$ cat src/rtl/multicycle_control.sv
// Moore control FSM for the multicycle MIPS datapath. Sequences each instruction
// through 2-5 states, drives every datapath strobe and counts retired instructions.
module multicycle_control #(
    parameter int unsigned CNT_W = 32
) (
    input  logic             CLK,
    input  logic             Reset,
    input  logic [5:0]       op,
    input  logic [5:0]       func,
    input  logic             Zero,
    output logic             PCEn,
    output logic             IorD,
    output logic             MemWrite,
    output logic             IRWrite,
    output logic [1:0]       RegDst,
    output logic             Mem2Reg,
    output logic             RegWrite,
    output logic             ALUSrcA,
    output logic [1:0]       ALUSrcB,
    output logic [3:0]       ALUControl,
    output logic [1:0]       PCSrc,
    output logic             ExS,
    output logic [3:0]       State,
    output logic             Retire,
    output logic [CNT_W-1:0] InstrCount
);

    typedef enum logic [3:0] {
        StFetch   = 4'd0,  StDecode = 4'd1,  StMemAdr = 4'd2,  StMemRd  = 4'd3,
        StMemWb   = 4'd4,  StMemWr  = 4'd5,  StRex    = 4'd6,  StRwb    = 4'd7,
        StBranch  = 4'd8,  StIex    = 4'd9,  StIwb    = 4'd10, StJmp    = 4'd11,
        StJal1    = 4'd12, StJal2   = 4'd13, StJr     = 4'd14, StIllegal = 4'd15
    } state_e;

    localparam logic [5:0] OpRtype = 6'b000000, OpJ    = 6'b000010, OpJal  = 6'b000011;
    localparam logic [5:0] OpBeq   = 6'b000100, OpBne  = 6'b000101, OpLw   = 6'b100011;
    localparam logic [5:0] OpSw    = 6'b101011, FuncJr = 6'b001000;

    localparam logic [3:0] AluAnd = 4'b0000, AluOr  = 4'b0001, AluAdd = 4'b0010;
    localparam logic [3:0] AluXor = 4'b0011, AluNor = 4'b0100, AluSub = 4'b0110;
    localparam logic [3:0] AluSlt = 4'b0111, AluSll = 4'b1000, AluSrl = 4'b1001;
    localparam logic [3:0] AluSra = 4'b1010, AluLui = 4'b1011, AluPassA = 4'b1100;

    // Register is plain logic so an illegal code can exist in it and be recovered from.
    logic [3:0]       state_q;
    state_e           state_d;
    logic [CNT_W-1:0] instr_count_q;

    logic       r_ok, i_ok, i_exs;
    logic [3:0] r_alu, i_alu;

    always_comb begin
        r_ok  = 1'b1;
        r_alu = AluAdd;
        casez (func)
            6'b10000?: r_alu = AluAdd;
            6'b10001?: r_alu = AluSub;
            6'b100100: r_alu = AluAnd;
            6'b100101: r_alu = AluOr;
            6'b100110: r_alu = AluXor;
            6'b100111: r_alu = AluNor;
            6'b101010: r_alu = AluSlt;
            6'b000000: r_alu = AluSll;
            6'b000010: r_alu = AluSrl;
            6'b000011: r_alu = AluSra;
            default:   r_ok  = 1'b0;
        endcase
    end

    always_comb begin
        i_ok  = 1'b1;
        i_alu = AluAdd;
        i_exs = 1'b1;
        case (op)
            6'b001000, 6'b001001: i_alu = AluAdd;
            6'b001010: i_alu = AluSlt;
            6'b001100: begin i_alu = AluAnd; i_exs = 1'b0; end
            6'b001101: begin i_alu = AluOr;  i_exs = 1'b0; end
            6'b001110: begin i_alu = AluXor; i_exs = 1'b0; end
            6'b001111: begin i_alu = AluLui; i_exs = 1'b0; end
            default:   i_ok = 1'b0;
        endcase
    end

    always_comb begin
        state_d    = StFetch;
        PCEn       = 1'b0;
        IorD       = 1'b0;
        MemWrite   = 1'b0;
        IRWrite    = 1'b0;
        RegDst     = 2'd0;
        Mem2Reg    = 1'b0;
        RegWrite   = 1'b0;
        ALUSrcA    = 1'b0;
        ALUSrcB    = 2'd0;
        ALUControl = AluAdd;
        PCSrc      = 2'd0;
        ExS        = 1'b1;
        unique case (state_q)
            StFetch: begin
                IRWrite = 1'b1;
                ALUSrcB = 2'd1;
                PCEn    = 1'b1;
                state_d = StDecode;
            end
            StDecode: begin
                ALUSrcB = 2'd3;
                case (op)
                    OpLw, OpSw:   state_d = StMemAdr;
                    OpRtype:      state_d = (func == FuncJr) ? StJr : (r_ok ? StRex : StFetch);
                    OpBeq, OpBne: state_d = StBranch;
                    OpJ:          state_d = StJmp;
                    OpJal:        state_d = StJal1;
                    default:      state_d = i_ok ? StIex : StFetch;
                endcase
            end
            StMemAdr: begin
                ALUSrcA = 1'b1;
                ALUSrcB = 2'd2;
                state_d = (op == OpSw) ? StMemWr : StMemRd;
            end
            StMemRd: begin
                IorD    = 1'b1;
                state_d = StMemWb;
            end
            StMemWb: begin
                Mem2Reg  = 1'b1;
                RegWrite = 1'b1;
            end
            StMemWr: begin
                IorD     = 1'b1;
                MemWrite = 1'b1;
            end
            StRex: begin
                ALUSrcA    = 1'b1;
                ALUControl = r_alu;
                state_d    = StRwb;
            end
            StRwb: begin
                RegDst   = 2'd1;
                RegWrite = 1'b1;
            end
            StIex, StIwb: begin
                ALUSrcA    = 1'b1;
                ALUSrcB    = 2'd2;
                ALUControl = i_alu;
                ExS        = i_exs;
                RegWrite   = (state_q == StIwb);
                state_d    = (state_q == StIex) ? StIwb : StFetch;
            end
            StBranch: begin
                ALUSrcA    = 1'b1;
                ALUControl = AluSub;
                PCSrc      = 2'd1;
                PCEn       = Zero ^ op[0];  // beq takes on Zero, bne on !Zero
            end
            StJmp: begin
                PCSrc = 2'd2;
                PCEn  = 1'b1;
            end
            StJal1: begin
                ALUControl = AluPassA;
                state_d    = StJal2;
            end
            StJal2: begin
                RegDst   = 2'd2;
                RegWrite = 1'b1;
                PCSrc    = 2'd2;
                PCEn     = 1'b1;
            end
            StJr: begin
                ALUSrcA    = 1'b1;
                ALUControl = AluPassA;
                PCEn       = 1'b1;
            end
            StIllegal: state_d = StFetch;
        endcase
        Retire = (state_d == StFetch) && (state_q != StIllegal);
        // Reset aborts the instruction in flight: nothing may commit on this cycle.
        if (Reset) begin
            PCEn     = 1'b0;
            IRWrite  = 1'b0;
            MemWrite = 1'b0;
            RegWrite = 1'b0;
            Retire   = 1'b0;
        end
    end

    always_ff @(posedge CLK) begin
        if (Reset) begin
            state_q       <= StFetch;
            instr_count_q <= '0;
        end else begin
            state_q <= state_d;
            if (Retire) begin
                instr_count_q <= instr_count_q + CNT_W'(1);
            end
        end
    end

    assign State      = state_q;
    assign InstrCount = instr_count_q;

endmodule
$ cat config.mk
export PLATFORM = sky130hd
export DESIGN_NAME = multicycle_control
export DESIGN_NICKNAME = d
export VERILOG_FILES = /design/src/rtl/multicycle_control.sv
export SDC_FILE = /design/constraint.sdc
export NUM_CORES = 1
export LEC_CHECK = 0
export ABC_AREA = 0
export CAP_MARGIN = 20
export CORE_MARGIN = 2
export CORE_UTILIZATION = 45
export DETAILED_ROUTE_END_ITERATION = 8
export PLACE_DENSITY_LB_ADDON = 0.05
export SETUP_SLACK_MARGIN = 0.4
export SYNTH_ARGS = -nofsm -noshare
export SYNTH_HDL_FRONTEND = slang
export SYNTH_SLANG_ARGS = --single-unit
$ cat constraint.sdc
create_clock -name CLK -period 6.4 [get_ports CLK]
set_clock_uncertainty 0.15 [all_clocks]
set_input_delay 1.6 -clock CLK [delete_from_list [all_inputs] [get_ports CLK]]
set_output_delay 1.6 -clock CLK [all_outputs]
set_load 0.01 [all_outputs]
After elaboration in Yosys (flattened, before gate mapping). Cells that the tools add are included. W data, S select, Z words.

Word-level logic and storage cells: 89. Output and inout port bits: 55. Bits in latches: 0. Memories: 0. Memory bits (read-only): 0. Input bits: 15. Bits in registers: 36. RAM bits: 0.

Mux-type cells: 29. $add $sub $neg: 1. Reductions and logical operators: 18. Equality and inequality tests: 38. Multipliers: 0. Bitwise operators: 1. Shifts and indexed selects: 0. $lt $le $gt $ge: 0. Div/mod/pow operators: 0.

Operators by type and width (number): $eq A6 B4 Y1 const B (8); $eq A6 B6 Y1 const B (7); $pmux W4 S5 (2); $pmux W4 S9 (1); $add A32 B1 Y32 const B (1); $eq A4 B4 Y1 const B (7); $pmux W4 S7 (1); $eq A6 B2 Y1 const B (4); $eq A4 B3 Y1 const B (4); $pmux W4 S4 (1); $mux W1 (14); $eq A6 B3 Y1 const B (2); $logic_not A6 Y1 (2); $mux W4 (3); $reduce_or A2 Y1 (6); $eq A5 B5 Y1 const B (2); $reduce_or A10 Y1 (1); $eq A4 B2 Y1 const B (2); $logic_not A4 Y1 (2); $pmux W2 S2 (2); $reduce_or A4 Y1 (2); $reduce_or A7 Y1 (1); $mux W3 (2); $pmux W2 S3 (1); other kinds (7) (9).

Logic depth before layout (Yosys ltp). Gate-level depths: netlist of the first run.

Word-level depth: 10. Mapped depth: 10. Mapped depth without buffers: 7.

Least setup slack after synthesis of the first run. No wires, ideal clock.

Path type: in2out. Start point: input port op[2]. End point: output port Retire. Path buffers: 1. Data required time: 4650 ps. Arrival time: 2974 ps. Cell stages on the path: 7. Setup slack: 1676 ps. Cells stage by stage: buf_2 nor2b_4 mux2_4 a311oi_2 a221o_2 nand2_4 nor2_1.

Cells in the longest elaborated chain, start to end: 9. Elaborated cells on any way between the ends: 25. Those cells by class: 13 x eq/ne; 6 x mux; 6 x reduce/logical.

RTL lines: start: declaration (line 8) `input logic [5:0] op,`; $eq A6 B4 Y1 (line 74) `case (op)`; $reduce_or A7 Y1 (no line); $mux W1 (line 74); $mux W4 (line 114) `default: state_d = i_ok ? StIex : StFetch;`; $pmux W4 S5 (line 108) `case (op)`; $pmux W4 S7 (*) (line 99) `unique case (state_q)`; $logic_not A4 Y1 (*) (line 178) `Retire = (state_d == StFetch) && (state_q != StIllegal);`; $logic_and A1 B1 Y1 (*) (line 178); $mux W1 (*) (line 180) `if (Reset) begin`; end: declaration (line 24) `output logic Retire,`.

Every way passes the cells marked *; elsewhere a longest branch is shown, timed or not.

Final worst setup path of the first run. Ends and elaborated chain as after synthesis.

==> results of run 1 <==
==> critical path, delay by kind of cell <==
| kind | cells | cell delay, ps |
|---|---|---|
| AO/OA/AOI/OAI | 2 | 540 |
| buffers and inverters | 2 | 1150 |
| multiplexers | 1 | 320 |
| AND/OR/NAND/NOR | 3 | 450 |
==> area by class of cell <==
cell class / count / area, µm² / area share, %
clock buffers: 5 / 68.8 / 2.07
clock inverters: 3 / 42.5 / 1.28
inverters: 7 / 26.3 / 0.790
multi-input cells: 268 / 1670 / 50.1
flip-flops and latches: 36 / 721 / 21.7
well taps: 72 / 90.1 / 2.71
repair buffers: 72 / 713 / 21.4
==> where the power goes <==
group	switching [mW]	leakage (nW)	total (mW)	internal [mW]
clock network	0.0867	0.0541	0.202	0.115
logic	0.0438	0.730	0.0788	0.0350
registers	0.00674	0.290	0.233	0.226
total	0.137	1.07	0.514	0.377
==> worst max path at each step <==
stage,to,from
after global placement,Retire,op[2]
after global routing,Retire,op[0]
final,Retire,op[2]
after CTS,Retire,op[2]
after detailed placement,Retire,op[2]
after floorplan,Retire,op[2]
==> state kept, by name (all words and copies together) (netlist names) <==
name,flops
InstrCount,32
State,4
==> placed cells by master (no fill, tap or decap), drive strengths merged, types with 4 or more instances in the layout <==
| cell | Yosys | routed |
|---|---|---|
| xnor2 | 22 | 22 |
| nand4 | 6 | 6 |
| inv | 7 | 7 |
| dfxtp | 36 | 36 |
| nor4b | 4 | 4 |
| clkdlybuf4s50 | 0 | 69 |
| nand2 | 31 | 31 |
| nor3 | 18 | 18 |
| nor3b | 4 | 4 |
| nor2 | 48 | 48 |
| nor4 | 11 | 11 |
| nand2b | 6 | 6 |
| clkbuf | 9 | 5 |
| nand3 | 12 | 12 |
| nor2b | 7 | 7 |
| a21oi | 21 | 21 |
| and2 | 6 | 6 |
| and3 | 8 | 8 |
| o21ai | 16 | 16 |
==> routing by layer <==
metal  global-route usage, %  wire length (µm)  part of all wire [%]
met5                       0                 0                     0
met2                    38.2              3290                    48
met1                    27.0              3040                    45
met3                    4.32               282                   4.2
met4                    8.10               170                   2.5
==> kinds of logic (layout without fill, tap and decap cells) <==
kind of cell    count (synthesis)  after routing  synth area share [%]
compound gates                 64             64                  16.8
xor+xnor                       25             25                  8.58
fa+ha+maj                       1              1                 0.490
buf+inv                        30             87                  6.47
flops                          36             36                  28.2
mux                             5              5                  2.26
simple gates                  173            173                  37.1
==> stage by stage <==
step | setup slack [ps] | hold WS [ps] | instances | instance area (µm²) | power (mW)
after CTS | 559 | 359 | 463 | 3330 | 0.518
final | 587 | 356 | 463 | 3330 | 0.514
after global routing | 451 | 391 | 463 | 3330 | 0.538
after floorplan | 1680 | 354 | 334 | 2550 | 0.288
after detailed placement | 559 | 347 | 455 | 3220 | 0.316
after global placement | 577 | 342 | 455 | 3220 | 0.316
==> load_flow_metrics.sql, run 1 <==
INSERT INTO impl_metrics (metric_group, metric, value, unit) VALUES
('status', 'run_status', 'complete, no violations', ''),
('cts', 'post_cts_resize_count', '0', ''),
('cells_and_area', 'fin_util', '60.4', '%'),
('global_route', 'antenna_found_initial', '0', ''),
('critical_path', 'r2r-end', 'InstrCount[31]', ''),
('timing', 'final_max_slew_viol_count', '0', ''),
('critical_path', 'crit_path_class', 'primary input to primary output', ''),
('logic_synthesis', 'yosys_warnings', '0', ''),
('cts', 'cts_hold_buffers', '0', ''),
('logic_synthesis', 'register_bit_total_from_synthesis', '36', ''),
('min_path', 'worstHoldEndpoint', 'InstrCount[23]', ''),
('floorplanning', 'die_height', '79.3', 'µm'),
('cts', 'cts-buffers-inserted', '5', ''),
('global_route', 'grt_max_degree', '40', ''),
('critical_path', 'critPathSlowestCell', 'clkdlybuf4s50_1', ''),
('global_route', 'globalRoute.totalOverflow', '0', ''),
('logic_synthesis', 'synth_enable_flop_cells', '0', ''),
('cts', 'cts-htree-levels', '2', ''),
('timing', 'setup_viol_count_final', '0', ''),
('logic_synthesis', 'synth_top_flop_cell', 'dfxtp_1', ''),
('logic_synthesis', 'netlist_top_cells_area', 'dfxtp_1 (28%), xnor2_1 (7.6%), nor2_1 (7.1%), nand2_1 (4.4%), a21oi_1 (3.9%)', ''),
('logic_synthesis', 'post_synth_most_frequent_cells', 'nor2_1 (48), dfxtp_1 (36), nand2_1 (30)', ''),
('global_route', 'global_route.usage.total', '22.1', '%'),
('critical_path', 'reg2reg_setup_slack', '3220', 'ps'),
('placement', 'hpwlAfterDp', '4790', 'µm'),
('critical_path', 'critPathLaunchType', 'primary input', ''),
('floorplanning', 'die_width', '79.3', 'µm'),
('timing', 'timing_worst_slew_pin_value', '853', 'ps'),
('critical_path', 'ff2ff_path_depth', '7', ''),
('drt', 'vias', '2644', ''),
('drt', 'detail_route.first_pass.iterations', '4', ''),
('floorplanning', 'die_area', '0.00629', 'mm²'),
('critical_path', 'worstSetupEndpointType', 'primary output', ''),
('logic_synthesis', 'part_of_the_yosys_area_used_for_sequential_elements', '28.2', '%'),
('drt', 'initialDrtViolationCount', '115', ''),
('cts', 'clockBufferDepth', '2', ''),
('min_path', 'hp-class', 'flop to flop', ''),
('logic_synthesis', 'synth.most_common_cell', 'nor2_1', ''),
('drt', 'drcViolationCount', '0', ''),
('drt', 'antenna_violating_nets_post_route', '0', ''),
('cts', 'clock-root-buffer', 'clkbuf_8', ''),
('cts', 'post_cts_repair_setup_buffers', '0', ''),
('cts', 'worstSkewPairLatency', '290', 'ps'),
('floorplanning', 'io_pins', '70', ''),
('logic_synthesis', 'netlist_area_pre_place', '0.00255', 'mm²'),
('floorplanning', 'row_count', '27', ''),
('drt', 'wl_per_cell', '14.7', 'µm'),
('timing', 'fmaxAchievable', '0.172', 'GHz'),
('floorplanning', 'core_region_area', '0.00551', 'mm²'),
('critical_path', 'cp_max_fo', '10', ''),
('floorplanning', 'initial_core_util', '46.3', '%'),
('timing', 'slew-limit-headroom', '43.1', '%'),
('cells_and_area', 'diodes', '0', ''),
('min_path', 'min-delay-start', 'InstrCount[23]', ''),
('cells_and_area', 'drive_gt1_share', '7.42', '%'),
('pwr', 'ratio_of_total_power_to_cell_area', '154', 'mW/mm²'),
('logic_synthesis', 'async_reset_ff_share', '0', '%'),
('critical_path', 'cp_cell_sequence', 'clkdlybuf4s50_1, nor2b_4, mux2_4, a311oi_2, a221o_2, nand2_4, nor2_1, clkdlybuf4s50_1', ''),
('logic_synthesis', 'ys_types', '60', ''),
('logic_synthesis', 'syn-instance-count', '334', ''),
('logic_synthesis', 'syn_area_per_cell', '7.64', 'µm²'),
('global_route', 'grt_first_pass_wirelength', '11200', 'µm'),
('logic_synthesis', 'syn-num-nets', '350', ''),
('timing', 'fin_tns_setup', '0', 'ps'),
('timing', 'layout_worst_path_cycle_share', '90.8', '%'),
('cts', 'clock_tree_from_tritoncts', 'done', ''),
('critical_path', 'critPathMaxStageDelay', '600', 'ps'),
('timing', 'hold_viol', '0', ''),
('critical_path', 'critPathRequiredTime', '4650', 'ps'),
('placement', 'final_weighted_congestion_of_routability_driven_global_placement', '0.878', ''),
('flow_run', 'max-cap-violations', '0', '');
Note: power is estimated with default switching activity, not from simulation.
==> run 2: changes to the inputs <==
--- a/config.mk
+++ b/config.mk
@@ -10,8 +10,10 @@
 export CORE_MARGIN = 2
 export CORE_UTILIZATION = 45
 export DETAILED_ROUTE_END_ITERATION = 8
+export GPL_TIMING_DRIVEN = 0
 export PLACE_DENSITY_LB_ADDON = 0.05
 export SETUP_SLACK_MARGIN = 0.4
 export SYNTH_ARGS = -nofsm -noshare
 export SYNTH_HDL_FRONTEND = slang
 export SYNTH_SLANG_ARGS = --single-unit
+export TNS_END_PERCENT = 30
==> run 2 against run 1 <==
Against the previous run: final area is 1.2% higher; first-iteration DRC count increased by 23%; global-route usage rose by 0.54 points; combinational power grew 6.2%; fmax fell by 0.14%; cell count up 2.8%; core utilization is 0.75 points higher; count of clock-buffer cells in the layout up 2; largest cell class unchanged.
==> load_flow_metrics.sql, run 2 (same netlist as run 1, synthesis figures left out) <==
INSERT INTO impl_metrics (metric_group, metric, value, unit) VALUES
('status', 'run_status', 'complete, no violations', ''),
('cells_and_area', 'layout-area-overhead-vs-synth', '32.0', '%'),
('timing', 'timing.final.crit_period', '5820', 'ps'),
('critical_path', 'critPathLaunchType', 'primary input', ''),
('pwr', 'ratio_of_total_power_to_cell_area', '145', 'mW/mm²'),
('timing', 'setup_viol_count_final', '0', ''),
('drt', 'wl_met1', '3000', 'µm'),
('placement', 'place.port_buffers', '63', ''),
('drt', 'wl_per_cell', '14.5', 'µm'),
('pwr', 'cellLeakagePower', '1.11', 'nW'),
('cells_and_area', 'final_cell_mix', 'clkdlybuf4s50_1 (63), nor2_1 (48), dfxtp_1 (36), nand2_1 (30), xnor2_1 (22)', ''),
('placement', 'final_weighted_congestion_of_routability_driven_global_placement', '0.869', ''),
('drt', 'detail_route.first_pass.iterations', '4', ''),
('critical_path', 'crit_path_class', 'primary input to primary output', ''),
('timing', 'timing_worst_slew_pin_value', '763', 'ps'),
('cts', 'clock-root-buffer', 'clkbuf_8', ''),
('cells_and_area', 'diodes', '0', ''),
('timing', 'slew-limit-headroom', '48.4', '%'),
('global_route', 'grt_first_pass_wirelength', '11500', 'µm'),
('timing', 'crit_path_setup_slack_layout', '578', 'ps'),
('critical_path', 'critPathRequiredTime', '4650', 'ps'),
('critical_path', 'timing.critical_path.arrival', '4070', 'ps'),
('cells_and_area', 'total_area_of_multi_input_combinational_cells', '0.00167', 'mm²'),
('placement', 'post-place-ws', '597', 'ps'),
('timing', 'layout_worst_path_cycle_share', '91.0', '%'),
('global_route', 'grt_pass1_vias', '2457', ''),
('critical_path', 'critPathSlowestCell', 'clkdlybuf4s50_1', ''),
('drt', 'drcViolationCount', '0', ''),
('cells_and_area', 'drive_gt1_share', '8.66', '%'),
('global_route', 'globalRoute.totalOverflow', '0', ''),
('cts', 'clock_tree_from_tritoncts', 'done', ''),
('cts', 'cts-buffers-inserted', '5', ''),
('cts', 'cts-htree-levels', '2', ''),
('cells_and_area', 'largest_reg_flops', '32', ''),
('drt', 'drt_wl_total', '6900', 'µm'),
('cts', 'post_cts_repair_setup_buffers', '0', ''),
('floorplanning', 'die_area', '0.00629', 'mm²'),
('drt', 'vias', '2638', ''),
('cells_and_area', 'design.final.nets', '420', ''),
('cts', 'worstSkewPairLatency', '290', 'ps'),
('timing', 'fmaxAchievable', '0.172', 'GHz'),
('drt', 'initialDrtViolationCount', '142', ''),
('floorplanning', 'core_region_area', '0.00551', 'mm²'),
('flow_run', 'max-cap-violations', '0', ''),
('timing', 'final_max_slew_viol_count', '0', ''),
('critical_path', 'cp_cell_sequence', 'clkdlybuf4s50_1, nor2_1, a311o_1, a31o_1, o21ai_2, nand2_4, nor2_1, clkdlybuf4s50_1', ''),
('cts', 'cts.sink_count', '36', ''),
('floorplanning', 'io_pins', '70', ''),
('pwr', 'power.ir.vdd_worst', '87.5', 'µV'),
('critical_path', 'cp_max_fo', '10', ''),
('cells_and_area', 'layout.filler_cells', '532', ''),
('critical_path', 'worstSetupEndpointType', 'primary output', ''),
('floorplanning', 'die_height', '79.3', 'µm'),
('floorplanning', 'row_count', '27', ''),
('cts', 'post_cts_resize_count', '0', ''),
('timing', 'hold_viol', '0', ''),
('drt', 'via_per_inst', '5.54', ''),
('global_route', 'antenna_found_initial', '0', ''),
('floorplanning', 'die_width', '79.3', 'µm'),
('critical_path', 'critPathMaxStageDelay', '620', 'ps'),
('placement', 'hpwlAfterDp', '5200', 'µm'),
('floorplanning', 'initial_core_util', '46.3', '%'),
('timing', 'grt_setup_unrepaired', 'no', ''),
('min_path', 'hp-class', 'flop to flop', ''),
('cts', 'cts.clk_slew.worst_paths', '70', 'ps'),
('timing', 'fin_tns_setup', '0', 'ps'),
('cells_and_area', 'layout_commonest_cell', 'clkdlybuf4s50_1', ''),
('drt', 'met3_length', '312', 'µm'),
('drt', 'antenna_violating_nets_post_route', '0', ''),
('global_route', 'grt_max_degree', '11', ''),
('cts', 'clockBufferDepth', '2', ''),
('drt', 'met2_length', '3460', 'µm'),
('cells_and_area', 'register_area', '721', 'µm²'),
('global_route', 'global_route.usage.total', '22.6', '%'),
('cts', 'cts_hold_buffers', '0', ''),
('drt', 'topRoutingLayerUsed', 'met4', '');
==> run 2: changes by cell type in the layout (fill, tap and decap cells not counted), moves of 2 or more <==
cell and change:
clkbuf_1 +9, buf_6 +6, clkdlybuf4s50_1 -6, buf_1 +4
buf_2 +3, buf_4 -2, clkbuf_8 +2
==> run 2: cell type report <==
class	instances	area share (%)
plain buffers	23	4.12
clock buffers	7	2.86
inverters	7	0.780
multi-input cells	268	49.4
flip-flops and latches	36	21.4
well taps	72	2.67
repair buffers	63	18.7
==> run 2: layer usage <==
metal / GRT usage [%] / vias up
met4: 7.59 / 0
met5: 0 / -
met3: 3.52 / 11
li1: - / 1335
met2: 40.1 / 79
met1: 27.7 / 1213
==> run 2: power by group <==
group | leakage (nW) | switching, mW | internal, mW | total [mW]
Sequential | 0.290 | 0.00411 | 0.226 | 0.230
Combinational | 0.764 | 0.0476 | 0.0360 | 0.0837
Clock | 0.0503 | 0.0797 | 0.0959 | 0.176
==> run 2: path summary, 6_finish.rpt <==
kind | start | to | slack [ps] | cells past startpoint
hold reg to reg | InstrCount[3] | InstrCount[3] | 380 | 2
setup / recovery | func[5] | Retire | 580 | 8
hold / removal | InstrCount[3] | InstrCount[3] | 380 | 2
setup reg to reg | State[0] | InstrCount[31] | 3790 | 8
==> run 2: critical path: cells and delay by family <==
kind                   cells  cell delay [ps]
AO/OA/AOI/OAI              3              870
buffers and inverters      2             1170
AND/OR/NAND/NOR            3              420
==> run 2: metrics by stage <==
stage	instance area [µm²]	util [%]	total power [mW]	hold WS, ps	instances
3_5_place_dp	3270	59.4	0.319	359	469
3_3_place_gp	3270	59.4	0.318	345	469
6_report	3370	61.2	0.490	380	476
4_1_cts	3370	61.2	0.495	375	476
2_1_floorplan	2550	-	0.288	354	334
5_1_grt	3370	61.2	0.512	421	476
==> run 3: changes to the inputs <==
--- a/config.mk
+++ b/config.mk
@@ -7,7 +7,7 @@
 export LEC_CHECK = 0
 export ABC_AREA = 0
 export CAP_MARGIN = 20
-export CORE_MARGIN = 2
+export CORE_MARGIN = 8
 export CORE_UTILIZATION = 45
 export DETAILED_ROUTE_END_ITERATION = 8
 export GPL_TIMING_DRIVEN = 0
==> run 3 against run 2 <==
Against the previous run: final area increased by 0.45%; first-iteration DRC count grew 7.7%; non-clock buffer count stayed put; worst hold slack worse by 7.8 ps; combinational power about the same; worst setup slack improved by 31 ps; critical path type unchanged; core utilization increased by 0.27 points; via count rose by 0.27%; count of clock-buffer cells in the layout shrank 2; register-to-register slack worse by 20 ps.
==> load_flow_metrics.sql, run 3 (same netlist as run 1, synthesis figures left out) <==
INSERT INTO impl_metrics (metric_group, metric, value, unit) VALUES
('status', 'run_status', 'complete, no violations', ''),
('timing', 'finalHoldWorstSlack', '372', 'ps'),
('critical_path', 'critPathRequiredTime', '4650', 'ps'),
('floorplanning', 'die_height', '91.3', 'µm'),
('drt', 'vias', '2645', ''),
('placement', 'place.port_buffers', '63', ''),
('global_route', 'antenna_found_initial', '0', ''),
('critical_path', 'crit_path_class', 'primary input to primary output', ''),
('pwr', 'power.ir.vdd_worst', '77.7', 'µV'),
('cts', 'worstSkewPairLatency', '290', 'ps'),
('critical_path', 'critPathSlowestCell', 'clkdlybuf4s50_1', ''),
('drt', 'antenna_violating_nets_post_route', '0', ''),
('drt', 'drcViolationCount', '0', ''),
('critical_path', 'sum_of_buffers_and_inverters_on_the_critical_path', '2', ''),
('cells_and_area', 'layoutNonFillerInstCount', '477', ''),
('placement', 'placed_cells', '469', ''),
('timing', 'grt_setup_unrepaired', 'no', ''),
('timing', 'timing.final.crit_period', '5790', 'ps'),
('flow_run', 'max-cap-violations', '0', ''),
('pwr', 'power.total', '0.513', 'mW'),
('cells_and_area', 'final_cell_mix', 'clkdlybuf4s50_1 (63), nor2_1 (48), dfxtp_1 (36), nand2_1 (30), xnor2_1 (22)', ''),
('global_route', 'grt_pass1_vias', '2575', ''),
('timing', 'final_max_slew_viol_count', '0', ''),
('drt', 'via_per_inst', '5.55', ''),
('drt', 'wl_per_cell', '15.3', 'µm'),
('cts', 'post_cts_repair_setup_buffers', '0', ''),
('drt', 'detail_route.first_pass.iterations', '4', ''),
('floorplanning', 'core_region_area', '0.00551', 'mm²'),
('floorplanning', 'io_pins', '70', ''),
('timing', 'crit_path_setup_slack_layout', '610', 'ps'),
('floorplanning', 'die_area', '0.00833', 'mm²'),
('critical_path', 'worstSetupEndpointType', 'primary output', ''),
('cts', 'cts.sink_count', '36', ''),
('cts', 'clock-root-buffer', 'clkbuf_8', ''),
('timing', 'timing_worst_slew_pin_value', '734', 'ps'),
('pwr', 'ratio_of_total_power_to_cell_area', '152', 'mW/mm²'),
('timing', 'setup_viol_count_final', '0', ''),
('placement', 'post_dp_cell_area', '0.00327', 'mm²'),
('cells_and_area', 'design.final.nets', '420', ''),
('global_route', 'globalRoute.totalOverflow', '0', ''),
('placement', 'final_weighted_congestion_of_routability_driven_global_placement', '0.890', ''),
('cells_and_area', 'postLayoutCellArea', '0.00338', 'mm²'),
('placement', 'hpwlAfterDp', '5610', 'µm'),
('global_route', 'grt_max_degree', '13', ''),
('drt', 'drt_wl_total', '7280', 'µm'),
('placement', 'post-place-ws', '602', 'ps'),
('critical_path', 'timing.critical_path.arrival', '4040', 'ps'),
('drt', 'initialDrtViolationCount', '153', ''),
('critical_path', 'cp_cell_sequence', 'clkdlybuf4s50_1, nor2_1, a311o_1, a31o_1, o21ai_2, nand2_4, nor2_1, clkdlybuf4s50_1', ''),
('cells_and_area', 'layout-area-overhead-vs-synth', '32.6', '%'),
('cells_and_area', 'layout.filler_cells', '504', ''),
('cells_and_area', 'drive_gt1_share', '8.89', '%'),
('cells_and_area', 'layout_commonest_cell', 'clkdlybuf4s50_1', ''),
('cells_and_area', 'fin_util', '61.4', '%'),
('cts', 'cts_hold_buffers', '0', ''),
('cells_and_area', 'diodes', '0', ''),
('pwr', 'cellLeakagePower', '1.11', 'nW'),
('global_route', 'grt_first_pass_wirelength', '12200', 'µm'),
('cells_and_area', 'largest_reg_flops', '32', ''),
('timing', 'layout_worst_path_cycle_share', '90.5', '%'),
('timing', 'slew-limit-headroom', '50.4', '%'),
('timing', 'fmaxAchievable', '0.173', 'GHz'),
('floorplanning', 'initial_core_util', '46.3', '%'),
('global_route', 'global_route.usage.total', '17.2', '%'),
('cts', 'post_cts_resize_count', '0', ''),
('cts', 'clockBufferDepth', '2', ''),
('timing', 'hold_viol', '0', ''),
('cts', 'cts-buffers-inserted', '5', ''),
('min_path', 'hp-class', 'flop to flop', ''),
('floorplanning', 'die_width', '91.3', 'µm'),
('cts', 'cts.clk_slew.worst_paths', '70', 'ps'),
('critical_path', 'critical-path-top-delay-family', 'buffers and inverters', ''),
('critical_path', 'critPathLaunchType', 'primary input', ''),
('cts', 'cts-htree-levels', '2', ''),
('critical_path', 'cp_max_fo', '10', ''),
('timing', 'fin_tns_setup', '0', 'ps'),
('critical_path', 'critPathMaxStageDelay', '620', 'ps'),
('cts', 'clock_tree_from_tritoncts', 'done', ''),
('floorplanning', 'row_count', '27', '');
[run 3: cell count changes in the layout (fill, tap and decap cells not counted)]
cell	before	now
clkinv_2	0	1
bufinv_16	0	1
clkbuf_8	7	5
clkinvlp_4	0	1
[run 3: path summary, 6_finish.rpt]
| check | start | end | slack, ps | depth (start not counted) |
|---|---|---|---|---|
| max | func[5] | Retire | 610 | 8 |
| min | InstrCount[3] | InstrCount[3] | 370 | 2 |
| max reg2reg | State[0] | InstrCount[31] | 3770 | 8 |
| min reg2reg | InstrCount[3] | InstrCount[3] | 370 | 2 |
[run 3: area by class of cell]
class / instances / area [µm²] / area share, %
Buffer: 23 / 139 / 4.11
Clock buffer: 5 / 68.8 / 2.03
Clock inverter: 3 / 42.5 / 1.26
Inverter: 7 / 26.3 / 0.777
Multi-Input combinational cell: 268 / 1670 / 49.2
Sequential cell: 36 / 721 / 21.3
Tap cell: 72 / 90.1 / 2.66
Timing Repair Buffer: 63 / 631 / 18.6
[run 3: worst register-to-register path: stages (launching register included)]
cell and delay [ps]:
dfxtp_1 520, nand2b_1 310, a21oi_1 170, a311oi_2 320
a221oi_2 110, buf_6 180, nor3_2 240, and3_1 200
mux2_1 320
[run 3: per-layer routing]
layer | global-route usage, % | wire length [µm]
met2 | 31.4 | 3680
met5 | 0 | 0
met4 | 4.23 | 73
met3 | 3.87 | 367
met1 | 19.7 | 3160
[run 3: power by group]
part	internal [mW]	switching [mW]
Clock	0.115	0.0838
Combinational	0.0360	0.0477
Sequential	0.226	0.00411
